$ cat src/rtl/counter_sequencer.sv
// counter_sequencer: buffers stop values, arms the Counter for each one and reports the measured run.
// Latency: idle push to result in 4+S cycles for stop S; a full FIFO refuses input and results hold until res_ready.

module sync_fifo #(
    parameter int W     = 8,
    parameter int DEPTH = 4
) (
    input  logic         clk,
    input  logic         reset,
    input  logic         push,
    input  logic [W-1:0] push_dat,
    input  logic         pop,
    output logic [W-1:0] head,
    output logic         full,
    output logic         empty
);
    localparam int AW = $clog2(DEPTH);

    logic [W-1:0] mem [DEPTH];
    logic [AW:0]  wr_ptr;
    logic [AW:0]  rd_ptr;

    always_ff @(posedge clk or posedge reset) begin
        if (reset) begin
            wr_ptr <= '0;
            rd_ptr <= '0;
        end else begin
            if (push) wr_ptr <= wr_ptr + 1'b1;
            if (pop)  rd_ptr <= rd_ptr + 1'b1;
        end
    end

    always_ff @(posedge clk) begin
        if (push) mem[wr_ptr[AW-1:0]] <= push_dat;
    end

    assign head  = mem[rd_ptr[AW-1:0]];
    assign empty = (wr_ptr == rd_ptr);
    // Extra pointer bit tells a full wrap apart from empty.
    assign full  = (wr_ptr[AW] != rd_ptr[AW]) && (wr_ptr[AW-1:0] == rd_ptr[AW-1:0]);
endmodule

module counter_sequencer #(
    parameter int INPUT_WIDTH = 8,
    parameter int DEPTH       = 4,
    parameter int CNT_WIDTH   = 16,
    parameter int TIMEOUT     = 1024
) (
    input  logic                   clk,
    input  logic                   reset,
    input  logic                   in_valid,
    output logic                   in_ready,
    input  logic [INPUT_WIDTH-1:0] in_stop,
    output logic                   ctr_reset_l,
    output logic [INPUT_WIDTH-1:0] ctr_stop,
    input  logic                   ctr_done,
    output logic                   res_valid,
    input  logic                   res_ready,
    output logic [INPUT_WIDTH-1:0] res_stop,
    output logic [CNT_WIDTH-1:0]   res_cycles,
    output logic                   res_timeout,
    output logic                   res_mismatch,
    output logic                   busy
);
    localparam int MW = (CNT_WIDTH > INPUT_WIDTH) ? CNT_WIDTH : INPUT_WIDTH;
    localparam logic [CNT_WIDTH-1:0] TIMEOUT_LAST = CNT_WIDTH'(TIMEOUT - 1);
    localparam logic [CNT_WIDTH-1:0] TIMEOUT_VAL  = CNT_WIDTH'(TIMEOUT);

    typedef enum logic [1:0] {IDLE, ARM, WAIT, REPORT} state_t;

    state_t                 state;
    logic [INPUT_WIDTH-1:0] cur_stop;
    logic [CNT_WIDTH-1:0]   wait_cnt;
    logic [INPUT_WIDTH-1:0] fifo_head;
    logic                   fifo_full;
    logic                   fifo_empty;

    sync_fifo #(.W(INPUT_WIDTH), .DEPTH(DEPTH)) u_fifo (
        .clk      (clk),
        .reset    (reset),
        .push     (in_valid && !fifo_full),
        .push_dat (in_stop),
        .pop      (state == ARM),
        .head     (fifo_head),
        .full     (fifo_full),
        .empty    (fifo_empty)
    );

    always_ff @(posedge clk or posedge reset) begin
        if (reset) begin
            state       <= IDLE;
            cur_stop    <= '0;
            wait_cnt    <= '0;
            res_cycles  <= '0;
            res_timeout <= 1'b0;
        end else begin
            case (state)
                IDLE: if (!fifo_empty) state <= ARM;
                ARM: begin
                    cur_stop <= fifo_head;
                    wait_cnt <= '0;
                    state    <= WAIT;
                end
                WAIT: begin
                    // done takes priority over a timeout landing on the same cycle
                    if (ctr_done) begin
                        res_cycles  <= wait_cnt;
                        res_timeout <= 1'b0;
                        state       <= REPORT;
                    end else if (wait_cnt == TIMEOUT_LAST) begin
                        res_cycles  <= TIMEOUT_VAL;
                        res_timeout <= 1'b1;
                        state       <= REPORT;
                    end else begin
                        wait_cnt <= wait_cnt + CNT_WIDTH'(1);
                    end
                end
                REPORT: if (res_ready) state <= fifo_empty ? IDLE : ARM;
                default: state <= IDLE;
            endcase
        end
    end

    assign in_ready     = !fifo_full;
    assign ctr_reset_l  = (state == WAIT);
    assign ctr_stop     = (state == ARM) ? fifo_head : cur_stop;
    assign res_valid    = (state == REPORT);
    assign res_stop     = cur_stop;
    assign res_mismatch = res_timeout || (MW'(res_cycles) != MW'(cur_stop));
    assign busy         = (state != IDLE) || !fifo_empty;
endmodule
$ cat config.mk
export PLATFORM = sky130hd
export DESIGN_NAME = counter_sequencer
export DESIGN_NICKNAME = d
export VERILOG_FILES = /design/src/rtl/counter_sequencer.sv
export SDC_FILE = /design/constraint.sdc
export NUM_CORES = 1
export LEC_CHECK = 0
export BUFFER_PORTS_ARGS = -buffer_cell sky130_fd_sc_hd__buf_4
export CORE_ASPECT_RATIO = 0.7
export CORE_MARGIN = 4
export CORE_UTILIZATION = 54
export CTS_CLUSTER_SIZE = 12
export DETAILED_ROUTE_END_ITERATION = 12
export PLACE_DENSITY_LB_ADDON = 0.05
export SLEW_MARGIN = 10
export SYNTH_ARGS = -nofsm -noshare
export SYNTH_HDL_FRONTEND = slang
export SYNTH_SLANG_ARGS = --single-unit
$ cat constraint.sdc
create_clock -name clk -period 2.8 [get_ports clk]
set_clock_uncertainty 0.05 [all_clocks]
set_input_delay 0.56 -clock clk [delete_from_list [all_inputs] [get_ports clk]]
set_output_delay 0.56 -clock clk [all_outputs]
set_load 0.02 [all_outputs]
==> key figures, run 1 <==
Placement
  • Placed insts: ~430
  • Dpl ws: 0.501 ns
  • Port-buffer cells: 50
  • Routability cong.: 0.891
  • DPL Wire Length: 5830 um

Setup path
  • Reg2Reg Depth: 3
  • Buffers and inverters on the worst path: 2
  • Max Fanout on Critical Path: 7
  • Startpoint types: flop
  • CP Depth: 4
  • Worst Path Class, Setup: reg2out
  • CP arrival: 2.03 ns
  • CP endpoint kind: output port
  • Crit path largest cell delay: about 0.55 ns
  • Slowest-stage cell, CP: dfrtp_1
  • CP delay by family, top: multiplexers
  • Cell Chain, Critical Path: buf_12 -> mux4_2 -> mux2_2 -> buf_4
  • Worst Path Required: ~2.2 ns

Yosys
  • Seq/Total Area, Yosys: 57.1%
  • Fraction of the mapped netlist area in compound gates: 11.0%
  • Mapped Avg Cell Area: ~13 um2
  • Post-synth top area cell: dfrtp_1
  • Synth top area cells: dfrtp_1 (32%), edfxtp_1 (25%), mux4_2 (4.7%)
  • Synth Area in Adders: around 3.6%
  • XOR/XNOR Fraction of Synth Area: 3.89%
  • EDFF count, synth: 32
  • Simple-gate share of the synthesized area: about an eighth
  • Synth cell types: 51
  • Largest family of logic cells by synthesized area: simple AND/OR/NAND/NOR gates
  • Mapped Area: 3830 um2
  • Syn nets: between 300 and 400
  • Post-synth top area share: between 30% and 40%
  • Gate Count Post-Synth: 296
  • Post-synth top flop: dfrtp_1
  • Post-synthesis register bit count: 81
  • Yosys warns: 0
  • Synth async-reset ratio: between 60% and 70%
  • Post-synthesis mux area share: around 7.9%

Power
  • P_sw: about 1.8 mW
  • Leakage: between 1.5 and 2 nW
  • Register share of total power: 39.0%
  • Pwr Density: roughly 1000 nW/um2
  • Overall power: 4.54 mW
  • P_int: approximately 2.7 mW
  • Worst VDD drop: between 0.0006 and 0.0007 V
  • Switch share: roughly two fifths
  • Gate power share: roughly 44%
  • Clock power share: between 10% and 20%

Global route
  • First-pass GRT wire length: 13600 um
  • Vias in the first global route: roughly 2500
  • Total grt overflow: 0
  • Largest net degree at the start of global routing: 22
  • GRT Overall Usage: about a fifth
  • Initial antenna violation count: 0

Timing
  • Setup TNS: 0 ns
  • Period Utilization, post-route: 94.3%
  • Setup violators final: 0
  • Final worst-path setup slack: between 0.15 and 0.2 ns
  • Final Hold Fails: 0
  • Slew headroom: 62.3%
  • Actual slew at the worst max-slew pin: ~0.56 ns
  • Period minus WS final: between 2 and 3 ns
  • Final slew viol count: 0
  • Fmax: 379 MHz
  • RSZ-0062 raised after global routing: false

Layout
  • Finished Layout Cells: approximately 450
  • Antenna cells: 0
  • Share of cells above drive strength 1: ~28%
  • Final net count: roughly 370
  • Area delta synth->final: 17.0%
  • Final Util: about 66%

Clocking
  • CTS tree: built
  • CTS max path bufs: 2
  • H-Tree Depth: 3
  • Clk sink count: 81
  • Num CTS Buffers: 9
  • Clock root cell: clkbuf_8
  • Post-CTS setup buffers: 0
  • Clock latency on the worst-skew pair: about 0.34 ns
  • Post-CTS sizing: 0
  • CTS Hold Bufs: 0
  • Worst-path clk slew: approximately 0.08 ns

Floorplan
  • Core Box Area: 6820 um2
  • Die width: 109 um
  • IO Pins: slightly above 50
  • FP Rows: 25
  • Die ar.: around 8500 um2
  • DIE HEIGHT: 78.5 um
  • Initial core utilization: 56.2%

Detailed routing
  • Vias/cell: just under 6
  • Initial DRC count: about 220
  • DR WL/cell: approximately 18 um
  • First-pass DRT Iterations: 5
  • DRC: 0
  • Drt total wl: between 8000 and 9000 um
  • Via count: between 2000 and 3000
  • Antenna Violating Nets Remaining: 0

Min path
  • Worst min path class: in2async

Run status
  • Status: finished clean

Flow run
  • Max_cap viols: 0
## sequential cells by signal (all words and copies together) (netlist names)
name	flops
res_cycles	16
res_stop	8
res_timeout	1
state	2
u_fifo.mem	32
u_fifo.rd_ptr	3
u_fifo.wr_ptr	3
wait_cnt	16
## synthesized netlist by cell type (3+ instances only)
library cell and count:
a21oi_1 7, a22o_1 14, a31oi_1 6, and2_1 5
and3_1 4, and4_1 7, buf_2 5, buf_6 3
clkbuf_1 7, dfrtp_1 49, edfxtp_1 32, ha_1 11
inv_1 14, mux2_2 9, mux4_2 8, nand2_1 15
nand2b_1 3, nand3_1 12, nand4_1 10, nor2_1 10
o21ai_0 5, o31ai_1 3, or4_1 5, xnor2_1 8
xor2_1 9
## layout make-up
| type | count | area (um2) |
|---|---|---|
| fillers | 531 | 2340 |
| well taps | 94 | 118 |
| repair buffers | 58 | 448 |
| flip-flops and latches | 81 | 2190 |
| clock inverters | 7 | 52.6 |
| multi-input cells | 185 | 1500 |
| clock buffers | 9 | 124 |
| inverters | 14 | 52.6 |
## final timing paths
path,slack (ns),endpoint,start
worst max-delay path,0.16,ctr_stop[0],u_fifo.rd_ptr[0]$_DFFE_PP0N_
worst max register to register,0.52,u_fifo.mem[0][4]$_DFFE_PP_,u_fifo.rd_ptr[1]$_DFFE_PP0N_
worst min register to register,0.45,u_fifo.wr_ptr[2]$_DFFE_PP0P_,u_fifo.wr_ptr[2]$_DFFE_PP0P_
min in group clk,0.36,u_fifo.mem[0][2]$_DFFE_PP_,in_stop[2]
max in group asynchronous,1.94,res_stop[2]$_DFF_PP0_,reset
worst min-delay path,0.18,u_fifo.wr_ptr[0]$_DFFE_PP0P_,reset
## worst reg2reg max path: stages (launching register included)
cell	delay, ns
dfrtp_1	0.68
xnor2_1	0.17
a31oi_1	0.49
and2_1	0.53
## cells by family after synthesis
family                     Yosys count
and+or+nand+nor                     83
AOI/OAI and AO/OA                   55
xor gates and xnor gates            17
muxes                               19
DFF                                 81
adders and majority gates           11
buffers and inverters               30
## per-layer routing
metal  share of wire, %  up-vias  global-route usage, %
met5                  0        -                      0
met4               0.79        0                   4.92
met3                7.0        7                   5.34
met2                 43       89                   29.2
met1                 49     1277                   32.8
li1                   -     1232                      -
## metrics by stage
stage	hold slack (ns)	instance area, um2
final	0.177	4480
after global routing	0.196	4480
after CTS	0.182	4480
after detailed placement	0.435	4310
after global placement	0.429	4310
after floorplan	0.411	3830
## cell usage in the layout (no fill, tap or decap), types with 8 or more instances in the layout
cell	netlist	layout
clkbuf_8	0	9
inv_1	14	13
ha_1	11	11
dfrtp_1	49	49
mux4_2	8	8
nand2_1	15	15
nand3_1	12	12
nor2_1	10	10
xor2_1	9	9
a22o_1	14	14
xnor2_1	8	8
edfxtp_1	32	32
buf_4	0	57
nand4_1	10	10
mux2_2	9	9
## power groups by stage
| stage | Clock [mW] | Sequential, mW | Combinational [mW] |
|---|---|---|---|
| final | 0.762 | 1.77 | 2.00 |
| after CTS | 0.778 | 1.78 | 2.02 |
| after global placement | 0 | 1.80 | 1.99 |
| after floorplan | 0 | 1.82 | 1.23 |
| after global routing | 0.845 | 1.81 | 2.19 |
| after detailed placement | 0 | 1.80 | 2.01 |
Power figures use the tool's default switching activity.
==> run 2: changes to the inputs <==
--- a/config.mk
+++ b/config.mk
@@ -6,4 +6,5 @@
 export NUM_CORES = 1
 export LEC_CHECK = 0
+export ABC_AREA = 1
 export BUFFER_PORTS_ARGS = -buffer_cell sky130_fd_sc_hd__buf_4
 export CORE_ASPECT_RATIO = 0.7
@@ -16,3 +17,4 @@
 export SYNTH_ARGS = -nofsm -noshare
 export SYNTH_HDL_FRONTEND = slang
+export SYNTH_HIERARCHICAL = 1
 export SYNTH_SLANG_ARGS = --single-unit
==> constraint.sdc (replaced) <==
create_clock -name clk -period 2.8 [get_ports clk]
set_clock_uncertainty 0.05 [all_clocks]
set_input_delay 0.28 -clock clk [delete_from_list [all_inputs] [get_ports clk]]
set_output_delay 0.28 -clock clk [all_outputs]
set_load 0.02 [all_outputs]
==> key figures, run 2 <==
Yosys
  • Synth top area cells: dfrtp_1 (31%), edfxtp_1 (24%), nand2_1 (12%) (was dfrtp_1 (32%), edfxtp_1 (25%), mux4_2 (4.7%))
  • Post-synth top area share: 30.7% (was 32.0%)
  • Mapped Avg Cell Area: 9.07 um2 (was 12.9 um2)
  • Post-synth top area cell: dfrtp_1 (unchanged)
  • Post-synthesis register bit count: 81 (unchanged)
  • Synth async-reset ratio: 60.5% (unchanged)
  • Gate Count Post-Synth: 441 (was 296)
  • Synth cell types: 32 (was 51)
  • Syn nets: 465 (was 320)
  • Yosys warns: 6 (was 0)
  • Mapped Area: 4000 um2 (was 3830 um2)
  • Post-synth top flop: dfrtp_1 (unchanged)
  • EDFF count, synth: 32 (unchanged)
  • Most numerous cell in the Yosys netlist: nand2_1 (was dfrtp_1)
  • Most instantiated cells after synthesis: nand2_1 (127), inv_1 (70), dfrtp_1 (49) (was dfrtp_1 (49), edfxtp_1 (32), nand2_1 (15))
  • Seq/Total Area, Yosys: 54.7% (was 57.1%)

Floorplan
  • DIE HEIGHT: 80.0 um (was 78.5 um)
  • Die ar.: 8870 um2 (was 8530 um2)
  • IO Pins: 51 (unchanged)
  • FP Rows: 25 (unchanged)
  • Initial core utilization: 57.3% (was 56.2%)
  • Core Box Area: 6980 um2 (was 6820 um2)
  • Die width: 111 um (was 109 um)

Layout
  • Final net count: 517 (was 373)
  • Antenna cells: 0 (unchanged)
  • Share of cells above drive strength 1: 16.9% (was 28.0%)
  • Commonest cells after routing, fill and taps aside: nand2_1 (127), inv_1 (69), buf_4 (54) (was buf_4 (57), dfrtp_1 (49), edfxtp_1 (32))
  • Commonest non-fill, non-tap cell in the layout: nand2_1 (was buf_4)
  • Filler instances: 592 (was 531)
  • Area delta synth->final: 16.7% (was 17.0%)
  • Number of flip-flops in the largest register: 32 (unchanged)
  • Finished Cell Area: 4670 um2 (was 4480 um2)

Detailed routing
  • DRC: 0 (unchanged)
  • DR WL/cell: 16.4 um (was 18.0 um)
  • Antenna Violating Nets Remaining: 0 (unchanged)
  • First-pass DRT Iterations: 5 (unchanged)
  • Initial DRC count: 331 (was 221)
  • Drt total wl: 9700 um (was 8080 um)
  • Vias/cell: 5.34 (was 5.81)
  • Via count: 3161 (was 2605)

Timing
  • Fmax: 414 MHz (was 379 MHz)
  • RSZ-0062 raised after global routing: false (unchanged)
  • Setup TNS: 0 ns (unchanged)
  • Slew headroom: 55.3% (was 62.3%)
  • Period minus WS final: 2.41 ns (was 2.64 ns)
  • Final Hold Fails: 0 (unchanged)
  • Actual slew at the worst max-slew pin: 0.666 ns (was 0.563 ns)
  • Setup violators final: 0 (unchanged)
  • Period Utilization, post-route: 86.2% (was 94.3%)
  • Final slew viol count: 0 (unchanged)

Global route
  • Vias in the first global route: 3021 (was 2520)
  • Total grt overflow: 0 (unchanged)
  • Largest net degree at the start of global routing: 35 (was 22)
  • Initial antenna violation count: 0 (unchanged)
  • First-pass GRT wire length: 16200 um (was 13600 um)
  • GRT Overall Usage: 24.1% (was 21.0%)

Setup path
  • Crit path largest cell delay: 0.56 ns (was 0.55 ns)
  • Startpoint types: flop (unchanged)
  • Worst Path Required: 2.47 ns (was 2.19 ns)
  • Max Fanout on Critical Path: 17 (was 7)
  • Slowest-stage cell, CP: ha_1 (was dfrtp_1)
  • Cell Chain, Critical Path: inv_1 -> ha_1 -> mux2_2 -> buf_4 (was buf_12 -> mux4_2 -> mux2_2 -> buf_4)
  • CP arrival: 2.08 ns (was 2.03 ns)
  • Worst Path Class, Setup: reg2out (unchanged)
  • CP endpoint kind: output port (unchanged)

Clocking
  • Clock root cell: clkbuf_8 (unchanged)
  • H-Tree Depth: 3 (unchanged)
  • Post-CTS setup buffers: 0 (unchanged)
  • Worst-path clk slew: 0.08 ns (about the same)
  • Post-CTS sizing: 0 (unchanged)
  • Clock latency on the worst-skew pair: 0.36 ns (was 0.34 ns)
  • CTS max path bufs: 2 (unchanged)
  • Num CTS Buffers: 9 (unchanged)
  • CTS tree: built (unchanged)
  • Clk sink count: 81 (unchanged)
  • CTS Hold Bufs: 1 (was 0)

Power
  • Worst VDD drop: 0.000617 V (was 0.000621 V)
  • Pwr Density: 1020 nW/um2 (was 1010 nW/um2)
  • Overall power: 4.75 mW (was 4.54 mW)
  • Leakage: 2.20 nW (was 1.92 nW)

Placement
  • Port-buffer cells: 50 (unchanged)
  • Cell area after placement: 4410 um2 (was 4310 um2)
  • DPL Wire Length: 7270 um (was 5830 um)
  • Routability cong.: 0.900 (was 0.891)

Flow run
  • Max_cap viols: 0 (unchanged)

Run status
  • Status: finished clean (unchanged)

Min path
  • Worst min path class: in2reg (was in2async)
-- run 2: cell families after synthesis --
group	synth area share, %
adders and majority gates	3.44
buffers and inverters	9.70
DFF	54.7
muxes	0.845
and+or+nand+nor	19.2
xor gates and xnor gates	1.75
AOI/OAI and AO/OA	10.3
-- run 2: layout make-up --
class                   count  area (um2)  area share, %
flip-flops and latches     81        2190           46.9
clock inverters             3        68.8           1.47
clock buffers              13         181           3.89
multi-input cells         274        1420           30.5
inverters                  72         273           5.84
well taps                  94         118           2.52
repair buffers             55         415           8.90
-- run 2: path summary, 6_finish.rpt --
kind                                         startpoint                           end  slack (ns)  depth (start not counted)
hold / removal                               in_stop[2]    u_fifo/mem[3][2]$_DFFE_PP_        0.09                          1
setup reg to reg           u_fifo/rd_ptr[1]$_DFFE_PP0P_    u_fifo/mem[3][4]$_DFFE_PP_        0.58                          8
hold reg to reg            u_fifo/wr_ptr[2]$_DFFE_PP0P_  u_fifo/wr_ptr[2]$_DFFE_PP0P_        0.45                          1
min in group asynchronous                         reset  u_fifo/rd_ptr[2]$_DFFE_PP0P_        0.36                          3
max in group asynchronous                         reset     res_cycles[2]$_DFFE_PP0P_        1.50                          4
setup / recovery                   state[1]$_DFFE_PP0P_                   ctr_stop[4]        0.39                          4
-- run 2: worst max-delay path, delay by kind of cell, from the launching register on --
kind	cells	cell delay (ns)
adders and majority gates	1	0.56
buffers and inverters	2	0.29
DFF	1	0.44
muxes	1	0.43
-- run 2: power by group --
| group | switching, mW | internal (mW) | leakage, nW | total, mW |
|---|---|---|---|---|
| clock network | 0.422 | 0.613 | 0.124 | 1.04 |
| registers | 0.210 | 1.51 | 0.940 | 1.72 |
| logic | 1.30 | 0.692 | 1.13 | 2.00 |
-- run 2: metal layers --
layer / GRT usage, % / part of all wire, %
met5: 0 / 0
met4: 7.01 / 0.81
met3: 7.88 / 10
met2: 30.8 / 37
met1: 38.0 / 52
-- run 2: stage by stage --
step	util, %	hold slack [ns]	cells	setup slack (ns)
floorplan	-	0.0210	441	0.987
global placement	63.2	0.175	575	0.725
detailed placement	63.2	0.184	575	0.656
CTS	66.9	0.0674	592	0.341
global route	66.9	0.0648	592	0.254
finish	66.9	0.0891	592	0.386
